File: config.mk
export PLATFORM = sky130hd
export DESIGN_NAME = lcd_hd44780_ctrl
export DESIGN_NICKNAME = d
export VERILOG_FILES = /design/src/rtl/lcd_pkg.sv /design/src/rtl/lcd_hd44780_ctrl_timer.sv /design/src/rtl/lcd_hd44780_ctrl.sv
export SDC_FILE = /design/constraint.sdc
export NUM_CORES = 1
export LEC_CHECK = 0
export ABC_AREA = 1
export BUFFER_PORTS_ARGS = -buffer_cell sky130_fd_sc_hd__buf_2
export CAP_MARGIN = 20
export CORE_MARGIN = 2
export CORE_UTILIZATION = 47
export CTS_BUF_LIST = sky130_fd_sc_hd__clkbuf_4 sky130_fd_sc_hd__clkbuf_8 sky130_fd_sc_hd__clkbuf_16
export CTS_CLUSTER_SIZE = 20
export DETAILED_ROUTE_END_ITERATION = 16
export GPL_ROUTABILITY_DRIVEN = 0
export GPL_TIMING_DRIVEN = 0
export PLACE_DENSITY = 0.69
export SYNTH_ARGS = -nofsm -noshare
export SYNTH_HDL_FRONTEND = slang
export SYNTH_SLANG_ARGS = --single-unit
File: constraint.sdc
create_clock -name clk -period 1.5 [get_ports clk]
set_input_delay 0.3 -clock clk [delete_from_list [all_inputs] [get_ports clk]]
set_output_delay 0.3 -clock clk [all_outputs]
set_load 0.02 [all_outputs]
File: src/rtl/lcd_pkg.sv
// lcd_pkg: shared types, init ROM and timing helpers for the HD44780 controller
package lcd_pkg;

   typedef enum logic [2:0] {
      PWRUP,
      INIT_LD,
      SETUP,
      PULSE,
      HOLD,
      WAIT,
      IDLE
   } lcd_state_e;

   localparam logic [7:0] CMD_FUNCSET = 8'h38;

   localparam logic [7:0] LCD_INIT_CMD [6] = '{CMD_FUNCSET, CMD_FUNCSET, CMD_FUNCSET, 8'h0C, 8'h01, 8'h06};

   // Microseconds to clock cycles, rounded up so every wait meets its minimum
   function automatic int unsigned us2cyc(input int unsigned us, input int unsigned clk_hz);
      return 32'((64'(us) * 64'(clk_hz) + 64'd999_999) / 64'd1_000_000);
   endfunction

endpackage

File: src/rtl/lcd_hd44780_ctrl_timer.sv
// lcd_wait_timer: load-and-count-down timer shared by every timed phase
module lcd_wait_timer #(
   parameter int unsigned     W       = 8,
   parameter logic [W-1:0]    RST_VAL = '0
) (
   input  logic         clk,
   input  logic         rst,
   input  logic         load,
   input  logic [W-1:0] load_val,
   output logic         done
);

   logic [W-1:0] cnt_q, cnt_d;

   // Load wins; otherwise count down and park at zero
   always_comb begin
      cnt_d = load ? load_val : (cnt_q != '0 ? cnt_q - 1'b1 : cnt_q);
   end

   // Reset preloads the power-up wait so PWRUP needs no extra load cycle
   always_ff @(posedge clk) begin
      if (rst) cnt_q <= RST_VAL;
      else     cnt_q <= cnt_d;
   end

   assign done = (cnt_q == '0);

endmodule

File: src/rtl/lcd_hd44780_ctrl.sv
// lcd_hd44780_ctrl: HD44780 init sequencer and timed byte-write engine
module lcd_hd44780_ctrl
   import lcd_pkg::*;
#(
   parameter int unsigned CLK_FREQ_HZ   = 27_000_000,
   parameter int unsigned POWERUP_US    = 15000,
   parameter int unsigned INIT_WAIT_US  = 4100,
   parameter int unsigned SHORT_WAIT_US = 40,
   parameter int unsigned LONG_WAIT_US  = 1640,
   parameter int unsigned EN_SETUP_CYC  = 2,
   parameter int unsigned EN_HIGH_CYC   = 13
) (
   input  logic       clk,
   input  logic       rst,
   input  logic       cmd_valid,
   output logic       cmd_ready,
   input  logic       cmd_rs,
   input  logic [7:0] cmd_data,
   output logic       busy,
   output logic       init_done,
   output logic [7:0] lcd_data,
   output logic       lcd_rs,
   output logic       lcd_rw,
   output logic       lcd_en,
   output logic       lcd_on
);

   localparam int unsigned PWR_C   = us2cyc(POWERUP_US, CLK_FREQ_HZ);
   localparam int unsigned INIT_C  = us2cyc(INIT_WAIT_US, CLK_FREQ_HZ);
   localparam int unsigned SHORT_C = us2cyc(SHORT_WAIT_US, CLK_FREQ_HZ);
   localparam int unsigned LONG_C  = us2cyc(LONG_WAIT_US, CLK_FREQ_HZ);
   localparam int unsigned M0      = PWR_C > INIT_C ? PWR_C : INIT_C;
   localparam int unsigned M1      = M0 > LONG_C ? M0 : LONG_C;
   localparam int unsigned M2      = M1 > SHORT_C ? M1 : SHORT_C;
   localparam int unsigned M3      = M2 > EN_SETUP_CYC ? M2 : EN_SETUP_CYC;
   localparam int unsigned MAX_C   = M3 > EN_HIGH_CYC ? M3 : EN_HIGH_CYC;
   localparam int unsigned TW      = $clog2(MAX_C) < 1 ? 1 : $clog2(MAX_C);

   localparam logic [TW-1:0] PWR_LD   = TW'(PWR_C - 1);
   localparam logic [TW-1:0] INIT_LD_V = TW'(INIT_C - 1);
   localparam logic [TW-1:0] SHORT_LD = TW'(SHORT_C - 1);
   localparam logic [TW-1:0] LONG_LD  = TW'(LONG_C - 1);
   localparam logic [TW-1:0] ES_LD    = TW'(EN_SETUP_CYC - 1);
   localparam logic [TW-1:0] EH_LD    = TW'(EN_HIGH_CYC - 1);

   lcd_state_e    state_q, state_d;
   logic [2:0]    idx_q, idx_d;
   logic          rs_q, rs_d;
   logic [7:0]    data_q, data_d;
   logic          done_q, done_d;
   logic          en_q, ready_q, busy_q, on_q;
   logic          load, t_done;
   logic [TW-1:0] load_val, wait_ld;

   lcd_wait_timer #(.W(TW), .RST_VAL(PWR_LD)) u_timer (
      .clk      (clk),
      .rst      (rst),
      .load     (load),
      .load_val (load_val),
      .done     (t_done)
   );

   // First init 0x38 gets the long init wait; clear/home get the long wait
   always_comb begin
      wait_ld = (!done_q && idx_q == 3'd0) ? INIT_LD_V : (!rs_q && data_q[7:2] == 6'd0) ? LONG_LD : SHORT_LD;
   end

   // Next state, latched command and timer loads
   always_comb begin
      state_d  = state_q;
      idx_d    = idx_q;
      rs_d     = rs_q;
      data_d   = data_q;
      done_d   = done_q;
      load     = 1'b0;
      load_val = ES_LD;
      case (state_q)
         PWRUP:   if (t_done) state_d = INIT_LD;
         INIT_LD: begin
            state_d = SETUP;
            rs_d    = 1'b0;
            data_d  = LCD_INIT_CMD[idx_q];
            load    = 1'b1;
         end
         SETUP:   if (t_done) begin
            state_d  = PULSE;
            load     = 1'b1;
            load_val = EH_LD;
         end
         PULSE:   if (t_done) state_d = HOLD;
         HOLD:    begin
            state_d  = WAIT;
            load     = 1'b1;
            load_val = wait_ld;
         end
         WAIT:    if (t_done) begin
            if (done_q) state_d = IDLE;
            else if (idx_q == 3'd5) begin
               state_d = IDLE;
               done_d  = 1'b1;
            end else begin
               state_d = INIT_LD;
               idx_d   = idx_q + 3'd1;
            end
         end
         IDLE:    if (cmd_valid && ready_q) begin
            state_d = SETUP;
            rs_d    = cmd_rs;
            data_d  = cmd_data;
            load    = 1'b1;
         end
         default: state_d = PWRUP;
      endcase
   end

   // Outputs are registered from the next state so they line up with it
   always_ff @(posedge clk) begin
      if (rst) begin
         state_q <= PWRUP;
         idx_q   <= 3'd0;
         rs_q    <= 1'b0;
         data_q  <= 8'h00;
         done_q  <= 1'b0;
         en_q    <= 1'b0;
         ready_q <= 1'b0;
         busy_q  <= 1'b1;
         on_q    <= 1'b0;
      end else begin
         state_q <= state_d;
         idx_q   <= idx_d;
         rs_q    <= rs_d;
         data_q  <= data_d;
         done_q  <= done_d;
         en_q    <= (state_d == PULSE);
         ready_q <= (state_d == IDLE) && done_d;
         busy_q  <= (state_d != IDLE);
         on_q    <= 1'b1;
      end
   end

   assign cmd_ready = ready_q;
   assign busy      = busy_q;
   assign init_done = done_q;
   assign lcd_data  = data_q;
   assign lcd_rs    = rs_q;
   assign lcd_rw    = 1'b0;
   assign lcd_en    = en_q;
   assign lcd_on    = on_q;

endmodule

Yosys cells after proc, flatten, opt, wreduce, memory -nomap -nowiden:

Memories as Yosys holds them, arrays and structs flattened.
Cells that the tools add are included.

* register bits: 39
* bits in read-only memories: 64
* input bits: 12
* output and inout bits: 15
* logic and storage cells: 72
* memories kept: 1

Memory list
* (name not given): depth 8, bits a word 8, rd ports 1, clocked after Yosys merged registers in 0, wr ports 0, line lcd_hd44780_ctrl.sv:82 `data_d = LCD_INIT_CMD[idx_q];`

* $add $sub $neg: 2
* order comparisons: 1
* equal/unequal tests: 11
* multiplexer cells: 28
* bitwise gates (word level): 3
* reductions and logical operators: 16

Operators by type and width (number)
* two-way mux 19 bit: 2
* one-hot mux 17 bit (2 select lines): 1
* two-way mux 8 bit: 3
* two-way mux 3 bit: 7
* one-hot mux 3 bit (7 select lines): 1
* zero test 19 bit: 1
* nonzero test 19 bit: 1
* subtractor 19 x 1 -> 19 bit (second input constant): 1
* two-way mux 17 bit: 1
* two-way mux 16 bit: 1
* one-hot mux 8 bit (2 select lines): 1
* == test 3 bit (second input constant): 5
* == test 3 x 2 -> 1 bit (second input constant): 3
* two-way mux 1 bit: 8
* zero test 3 bit: 2
* zero test 6 bit: 1
* greater-or-equal comparator 4 bit (second input constant): 1
* logical AND 1 bit: 4
* two-way mux 4 bit: 1
* NOT 3 -> 4 bit: 1
* AND reduction 4 bit: 1
* nonzero test 2 bit: 2
* adder 3 x 1 -> 3 bit (second input constant): 1
* == test 3 x 1 -> 1 bit (second input constant): 1
* 8 further kinds: 10

Longest topological paths before layout:

Gate-level depths: netlist of the first run.

* depth after elaboration: 7
* mapped depth: 12
* mapped depth without buffers: 12

Hierarchy:

Synthesis of the first run repeated with hierarchy kept, for this count alone.

* cells, all modules: 366
* area total of the unflattened synthesis: 2326.0 µm²

By module, submodules not included
* lcd_wait_timer: instances 1, cells each 192, area each 1218.7 µm², sequential area each 380.4 µm²
* lcd_hd44780_ctrl: instances 1, cells each 174, area each 1107.3 µm², sequential area each 400.4 µm²

Worst setup path after synthesis of the first run:

Ideal clock, no wire load.

* path kind: register to register
* start: register u_timer.cnt_q[0]
* end: register u_timer.cnt_q[2]
* setup time: 0.124 ns
* data arrival time: 1.527 ns
* required time: 1.376 ns
* path slack: -0.151 ns
* cell stages (with the launch flop): 12
* buffers on the path: 1
* period minus slack after synthesis: 1.651 ns
* cell sequence: dfxtp_1 -> inv_1 -> ha_1 -> nand2_2 -> nor2_4 -> nand3_4 -> nor2_2 -> nor2_2 -> buf_2 -> nand3_1 -> o211ai_1 -> nand2_1

* longest elaborated chain between the ends: 4
* elaborated cells on any way between the ends: 10

RTL lines
* start: declaration: line lcd_hd44780_ctrl_timer.sv:13 `logic [W-1:0] cnt_q, cnt_d;`
* start signal: assignment: line lcd_hd44780_ctrl_timer.sv:23 `else cnt_q <= cnt_d;`
* branches (longest 4 deep; another with subtractor 19 x 1 -> 19 bit)

Parallel ways; which one is timed is not known. The select of a mux whose other input is x is not followed.
A chain may end at the register's enable or synchronous reset.

Worst setup path in the final report of the first run:

* start: register u_timer.cnt_q[0]
* end: register ready_q (netlist: cmd_ready)

* longest elaborated chain between the ends: 5
* elaborated cells on any way between the ends: 10

RTL lines
* zero test 19 bit (*): line lcd_hd44780_ctrl_timer.sv:26 `assign done = (cnt_q == '0);`
* two-way mux 3 bit (on tied branches)
* one-hot mux 3 bit (7 select lines): line lcd_hd44780_ctrl.sv:77 `case (state_q)`
* == test 3 bit: line lcd_hd44780_ctrl.sv:135 `ready_q <= (state_d == IDLE) && done_d;`
* logical AND 1 bit (*): line lcd_hd44780_ctrl.sv:135
* end signal: assignment: line lcd_hd44780_ctrl.sv:135
* end: declaration: line lcd_hd44780_ctrl.sv:51 `logic en_q, ready_q, busy_q, on_q;`

Mark *: on every way between the ends. The rest lies on a longest branch, timed or not.

==> results.yml, run 1 <==
clock_tree:
  htreeDepth: 2
  clk_latency_ps: 300
  cts_buffers: 5
  cts-root-buf: "clkbuf_8"
  cts_tree: "built"
  ctsLongestPathBuffers: 2
  cts_sinks: 39
  clkTransAtPathRegs_ps: 80
routing:
  routed-via-count: 2039
  final_antenna_net_count: 0
  post-route-drc-count: 0
  vias_per_cell: 5.24
  wl_per_cell_microns: 13.6
  drt_iter0_drc: 142
  finalWirelength_microns: 5300
  dr.pass1.iters: 4
status:
  status: "finished with violations"
  failed_checks: "setup timing"
cells_and_area:
  multiInputGateArea_sq_um: 1290
  n_antenna_cell: 0
  drive_above_1_share_pct: 36.8
  layout_common_cells: "48 x nand2_1, 30 x nor2_1, 30 x dfxtp_1"
  fillers: 376
  syn_to_final_growth_pct: 32.6
  layout_commonest_cell: "nand2_1"
  final_nets: 353
  seqCellArea_sq_um: 792
critical_path:
  critPathArrivalTime_ps: 1850
  cpPeakStageDelay_ps: 350
  worstSetupStartpointType: "flip-flop"
  worstSetupPathType: "reg -> reg"
  cp_num_buf_inv: 2
  critPathSlowestCell: "dfxtp_2"
  crit_path_max_fanout: 8
  crit_path_end_kind: "flip-flop"
  crit_chain: "inv_4 -> ha_4 -> nand2_4 -> nor2_4 -> nand3_4 -> buf_8 -> nor2_1 -> nor2_1 -> nand3_2 -> nor2_2 -> nand2_2 -> nor2_2"
  cp_data_required_time_ps: 1740
  cp_top_family: "simple AND/OR/NAND/NOR gates"
floorplanning:
  dieWidth_microns: 70.1
  rows: 24
  coreArea_sq_um: 4290
  io_pins: 27
  fp.dieH_microns: 70.1
  die-area_sq_um: 4920
  start_util_pct: 47.9
synth:
  synthTopCellsByArea: "dfxtp_1 38%, nand2_1 9.7%, nor2_1 7.5%"
  synth_nets: 303
  avgSynthCellArea_sq_um: 7.19
  synth_top_cell_by_area: "dfxtp_1"
  yosys_warnings: 0
  yosys.area.top_type_share_pct: 38.0
  ys_types: 38
  synth_area_sq_um: 2060
  synthCells: 286
  ys_seq_elements: 39
  seq_area_frac_synth_pct: 38.0
global_routing:
  first_global_vias: 1907
  grt_max_degree: 12
  gr-usage-all-layers_pct: 22.2
  antenna_found_initial: 0
  grt_first_pass_wirelength_microns: 8730
  gr-total-overflow: 0
min_path:
  hp-class: "in -> reg"
timing:
  tightestPinTransition_ps: 624
  post-route-period-util_pct: 107
  relSlewSlack_pct: 58.4
  finalHoldViolations: 0
  rsz0062_at_grt: "true"
  max_freq_ghz: 0.622
  drv_slew: 0
  setup_viol: 25
  fin_ws_ps: -107
  period_needed_ps: 1610
  skew_ps: 12.0
placed_design:
  post-place-ws_ps: -274
  port_buffers: 24
  dp_hpwl_microns: 3480
pwr:
  peakVddDrop_v: 0.000578
  p_total_uw: 1980
  power_per_cell_area_nw_per_um2: 728
  p_leak_uw: 0.00126
job:
  cap_violations: 0
-- what timing repair did --
item                       in CTS  in global routing
gates resized for setup        34                 28
pin swaps                      11                 10
setup endpoints to repair      28                 35
setup buffers                  14                  5
hold buffers                    0                  0
-- through the flow --
stage | TNS, ps | instances | utilization, % | area, sq um | hold WS, ps
final | -1140 | 389 | 63.5 | 2730 | 228
after global routing | -3810 | 389 | 63.5 | 2730 | 243
after CTS | -1090 | 384 | 60.5 | 2600 | 232
after detailed placement | -4610 | 362 | 53.0 | 2280 | 486
after global placement | -3960 | 362 | 53.0 | 2280 | 487
after floorplan | 0 | 286 | - | 2090 | 441
-- worst paths after layout --
| check | start | to | slack (ps) | cells after the start |
|---|---|---|---|---|
| hold reg to reg | u_timer.cnt_q[18]$_SDFFE_PP1P_ | u_timer.cnt_q[18]$_SDFFE_PP1P_ | 520 | 2 |
| hold / removal | cmd_data[6] | lcd_data[6]$_SDFFE_PP0P_ | 230 | 3 |
| setup / recovery | u_timer.cnt_q[0]$_SDFFE_PP1P_ | cmd_ready$_SDFF_PP0_ | -110 | 12 |
| setup reg to reg | u_timer.cnt_q[0]$_SDFFE_PP1P_ | cmd_ready$_SDFF_PP0_ | -110 | 12 |
-- cell type report --
type                       count  area share, %
inverter                      31           4.54
tap                           52           2.39
timing repair buffer          43           10.8
sequential                    39           29.1
multi-input combinational    208           47.2
buffer                         8           2.20
clock buffer                   8           3.81
-- state kept, by name, indices dropped and copies added (netlist names) --
| signal | flops |
|---|---|
| state_q | 3 |
| idx_q | 3 |
| lcd_en | 1 |
| init_done | 1 |
| lcd_on | 1 |
| cmd_ready | 1 |
| lcd_rs | 1 |
| busy | 1 |
| u_timer.cnt_q | 19 |
| lcd_data | 8 |
-- cell usage after synthesis --
cell      count
nand2_1      53
o21ai_0      15
conb_1        1
o211ai_1      2
a31oi_1       9
nor3_1        4
o21ai_2       2
nor2_2        8
buf_1         1
nand3b_1      1
clkbuf_1      2
inv_2         3
o21ai_1       1
nand4_1       3
xnor2_1       4
nand2_4       1
dfxtp_1      39
inv_1        27
ha_1          5
buf_2         3
or2_2         1
clkinv_2      1
nor2_1       41
o22ai_1       1
nor3_2        1
o31ai_1       2
nand2_2       4
buf_6         1
xor2_1        7
a211oi_1      2
buf_4         1
nand3_4       1
nand3_1      16
nor2_4        2
nand3_2       3
and2_1        1
nor4_1        1
a21oi_1      16
-- worst min-delay path, stage by stage --
cell and delay [ps]:
buf_2 70, a21oi_1 50, nor2_1 70
-- cell families after synthesis --
kind of cell	synth area share, %
buf+inv	7.91
other cells	0.182
compound gates	13.9
flops	38.0
simple gates	32.3
xor+xnor	4.69
fa+ha+maj	3.04
-- per-layer routing --
layer	global-route usage, %	part of all wire [%]	up-vias
met5	0	0	-
met2	37.0	49	53
met4	8.97	2.1	0
li1	-	-	1031
met1	28.4	45	944
met3	4.04	4.2	11
-- power breakdown --
part	internal, uW	total [uW]	leakage [uW]	switching [uW]
clock	438	820	0.0000549	382
sequential	1050	1050	0.000318	8.23
combinational	48.5	110	0.000886	61.5
Power figures use the tool's default switching activity.
==> inputs of run 2 (changes only) <==
Settings changed: ABC_AREA 1 to not set, CTS_CLUSTER_DIAMETER set to 120, PLACE_DENSITY 0.69 to 0.68.
==> results.yml, run 2 <==
clock_tree:
  cts_buffers: 5
  cts_sinks: 39
  htreeDepth: 2
  clk_latency_ps: 290
  cts-root-buf: "clkbuf_8"
  cts_tree: "built"
  ctsLongestPathBuffers: 2
  ctsHoldBuffers: 0
  clkTransAtPathRegs_ps: 80
critical_path:
  critPathArrivalTime_ps: 1990
  worstSetupStartpointType: "flip-flop"
  worstSetupPathType: "reg -> reg"
  cp_data_required_time_ps: 1680
  crit_path_max_fanout: 3
  crit_path_end_kind: "flip-flop"
cells_and_area:
  largest-register: "u_timer.cnt_q"
  fillers: 325
  layout_commonest_cell: "nor2_1"
  stdcell_area_sq_um: 3130
  layout_common_cells: "28 x nor2_1, 25 x buf_2, 23 x dfxtp_1"
  largest_reg_flops: 19
  n_antenna_cell: 0
  syn_to_final_growth_pct: 45.8
  final_nets: 341
  seqCellArea_sq_um: 811
  multiInputGateArea_sq_um: 1570
  drive_above_1_share_pct: 44.9
synth:
  seq_area_frac_synth_pct: 36.4
  yosys.area.top_type_share_pct: 36.4
  synthTopCellsByArea: "dfxtp_1 36%, nor2_1 5.4%, nand2_1 4.7%"
  synth_nets: 278
  synth.most_common_cell: "dfxtp_1"
  ys_seq_elements: 39
  avgSynthCellArea_sq_um: 8.23
  async_flop_share_pct: 0
  yosys_warnings: 0
  synthCells: 261
  synth_top_cell_by_area: "dfxtp_1"
  synth_commonest_cells: "39 x dfxtp_1, 31 x nor2_1, 27 x nand2_1"
  ys_types: 59
  synth_area_sq_um: 2150
  synth_edf_count: 0
  synth_ff_type: "dfxtp_1"
routing:
  wl_per_cell_microns: 17.9
  drt_iter0_drc: 115
  final_antenna_net_count: 0
  finalWirelength_microns: 6760
  dr.pass1.iters: 4
  vias_per_cell: 5.99
  post-route-drc-count: 0
  routed-via-count: 2257
timing:
  post-route-period-util_pct: 120
  hold_ws_ps: 251
  setup_tns_ps: -5630
  max_freq_ghz: 0.555
  skew_ps: 6.69
  period_needed_ps: 1800
  tightestPinTransition_ps: 692
  drv_slew: 0
  setup_viol: 29
  rsz0062_at_grt: "true"
  fin_ws_ps: -302
  relSlewSlack_pct: 53.9
  finalHoldViolations: 0
pwr:
  peakVddDrop_v: 0.000555
  p_leak_uw: 0.00118
  power_per_cell_area_nw_per_um2: 640
global_routing:
  gr-total-overflow: 0
  antenna_found_initial: 0
  gr-usage-all-layers_pct: 26.4
  grt_first_pass_wirelength_microns: 10500
  grt_max_degree: 12
  first_global_vias: 2179
floorplanning:
  die-area_sq_um: 5130
  dieWidth_microns: 71.6
  fp.dieH_microns: 71.6
  rows: 24
  io_pins: 27
  coreArea_sq_um: 4380
  start_util_pct: 49.0
status:
  failed_checks: "setup timing"
  status: "finished with violations"
placed_design:
  place_area_sq_um: 2450
  dp_hpwl_microns: 3940
  port_buffers: 24
job:
  cap_violations: 0
min_path:
  hp-class: "in -> reg"
## run 2: cell type report
cell class / count / area share [%]
Clock buffer: 8 / 3.32
Timing Repair Buffer: 57 / 14.2
Multi-Input combinational cell: 199 / 50.1
Tap cell: 52 / 2.08
Buffer: 12 / 3.16
Sequential cell: 39 / 25.9
Inverter: 10 / 1.20
## run 2: timing repair
item	CTS	global route
setup buffers	26	6
pin swaps	20	11
cloned	2	0
gates resized for setup	64	24
setup endpoints to repair	38	38
## run 2: where the power goes
part	leakage (uW)	internal (uW)	switching (uW)
Combinational	0.000808	71.8	69.5
Sequential	0.000318	1040	11.9
Clock	0.0000549	438	375
## run 2: worst paths after layout
kind | slack [ps] | cells past startpoint | startpoint | to
setup / recovery | -300 | 5 | u_timer.cnt_q[3]$_SDFFE_PP0P_ | u_timer.cnt_q[13]$_SDFFE_PP1P_
hold reg to reg | 470 | 2 | lcd_data[6]$_SDFFE_PP0P_ | lcd_data[6]$_SDFFE_PP0P_
hold / removal | 250 | 3 | cmd_data[7] | lcd_data[7]$_SDFFE_PP0P_
setup reg to reg | -300 | 5 | u_timer.cnt_q[3]$_SDFFE_PP0P_ | u_timer.cnt_q[13]$_SDFFE_PP1P_
## run 2: per-layer routing
metal	global-route usage (%)	vias to the layer above	wire [microns]
met1	36.1	1090	2880
met5	0	-	0
li1	-	1071	-
met2	43.0	72	3300
met4	9.22	0	208
met3	3.52	24	368
## run 2: logic make-up (layout without fill, tap and decap cells)
kind of cell / count (synthesis) / count (layout) / synth area share (%)
compound gates: 67 / 67 / 22.0
xor+xnor: 11 / 11 / 4.49
fa+ha+maj: 5 / 5 / 2.91
buf+inv: 24 / 87 / 5.36
flops: 39 / 39 / 36.4
mux: 3 / 3 / 1.40
other cells: 1 / 1 / 0.175
simple gates: 111 / 112 / 27.3
## run 2: worst max-delay path, stage by stage (launching register included)
cell and delay [ps]:
dfxtp_4 360, nor4_4 320, nand3_2 140, or4_4 430, xnor2_1 170, a311o_1 260
## run 2: metrics by stage
step	power, uW	std cells	utilization (%)	worst slack (ps)
5_1_grt	2060	377	71.4	-367
4_1_cts	1990	371	68.1	-290
2_1_floorplan	1140	261	-	-412
6_report	2000	377	71.4	-302
3_5_place_dp	1170	337	55.9	-589
3_3_place_gp	1170	337	55.9	-602
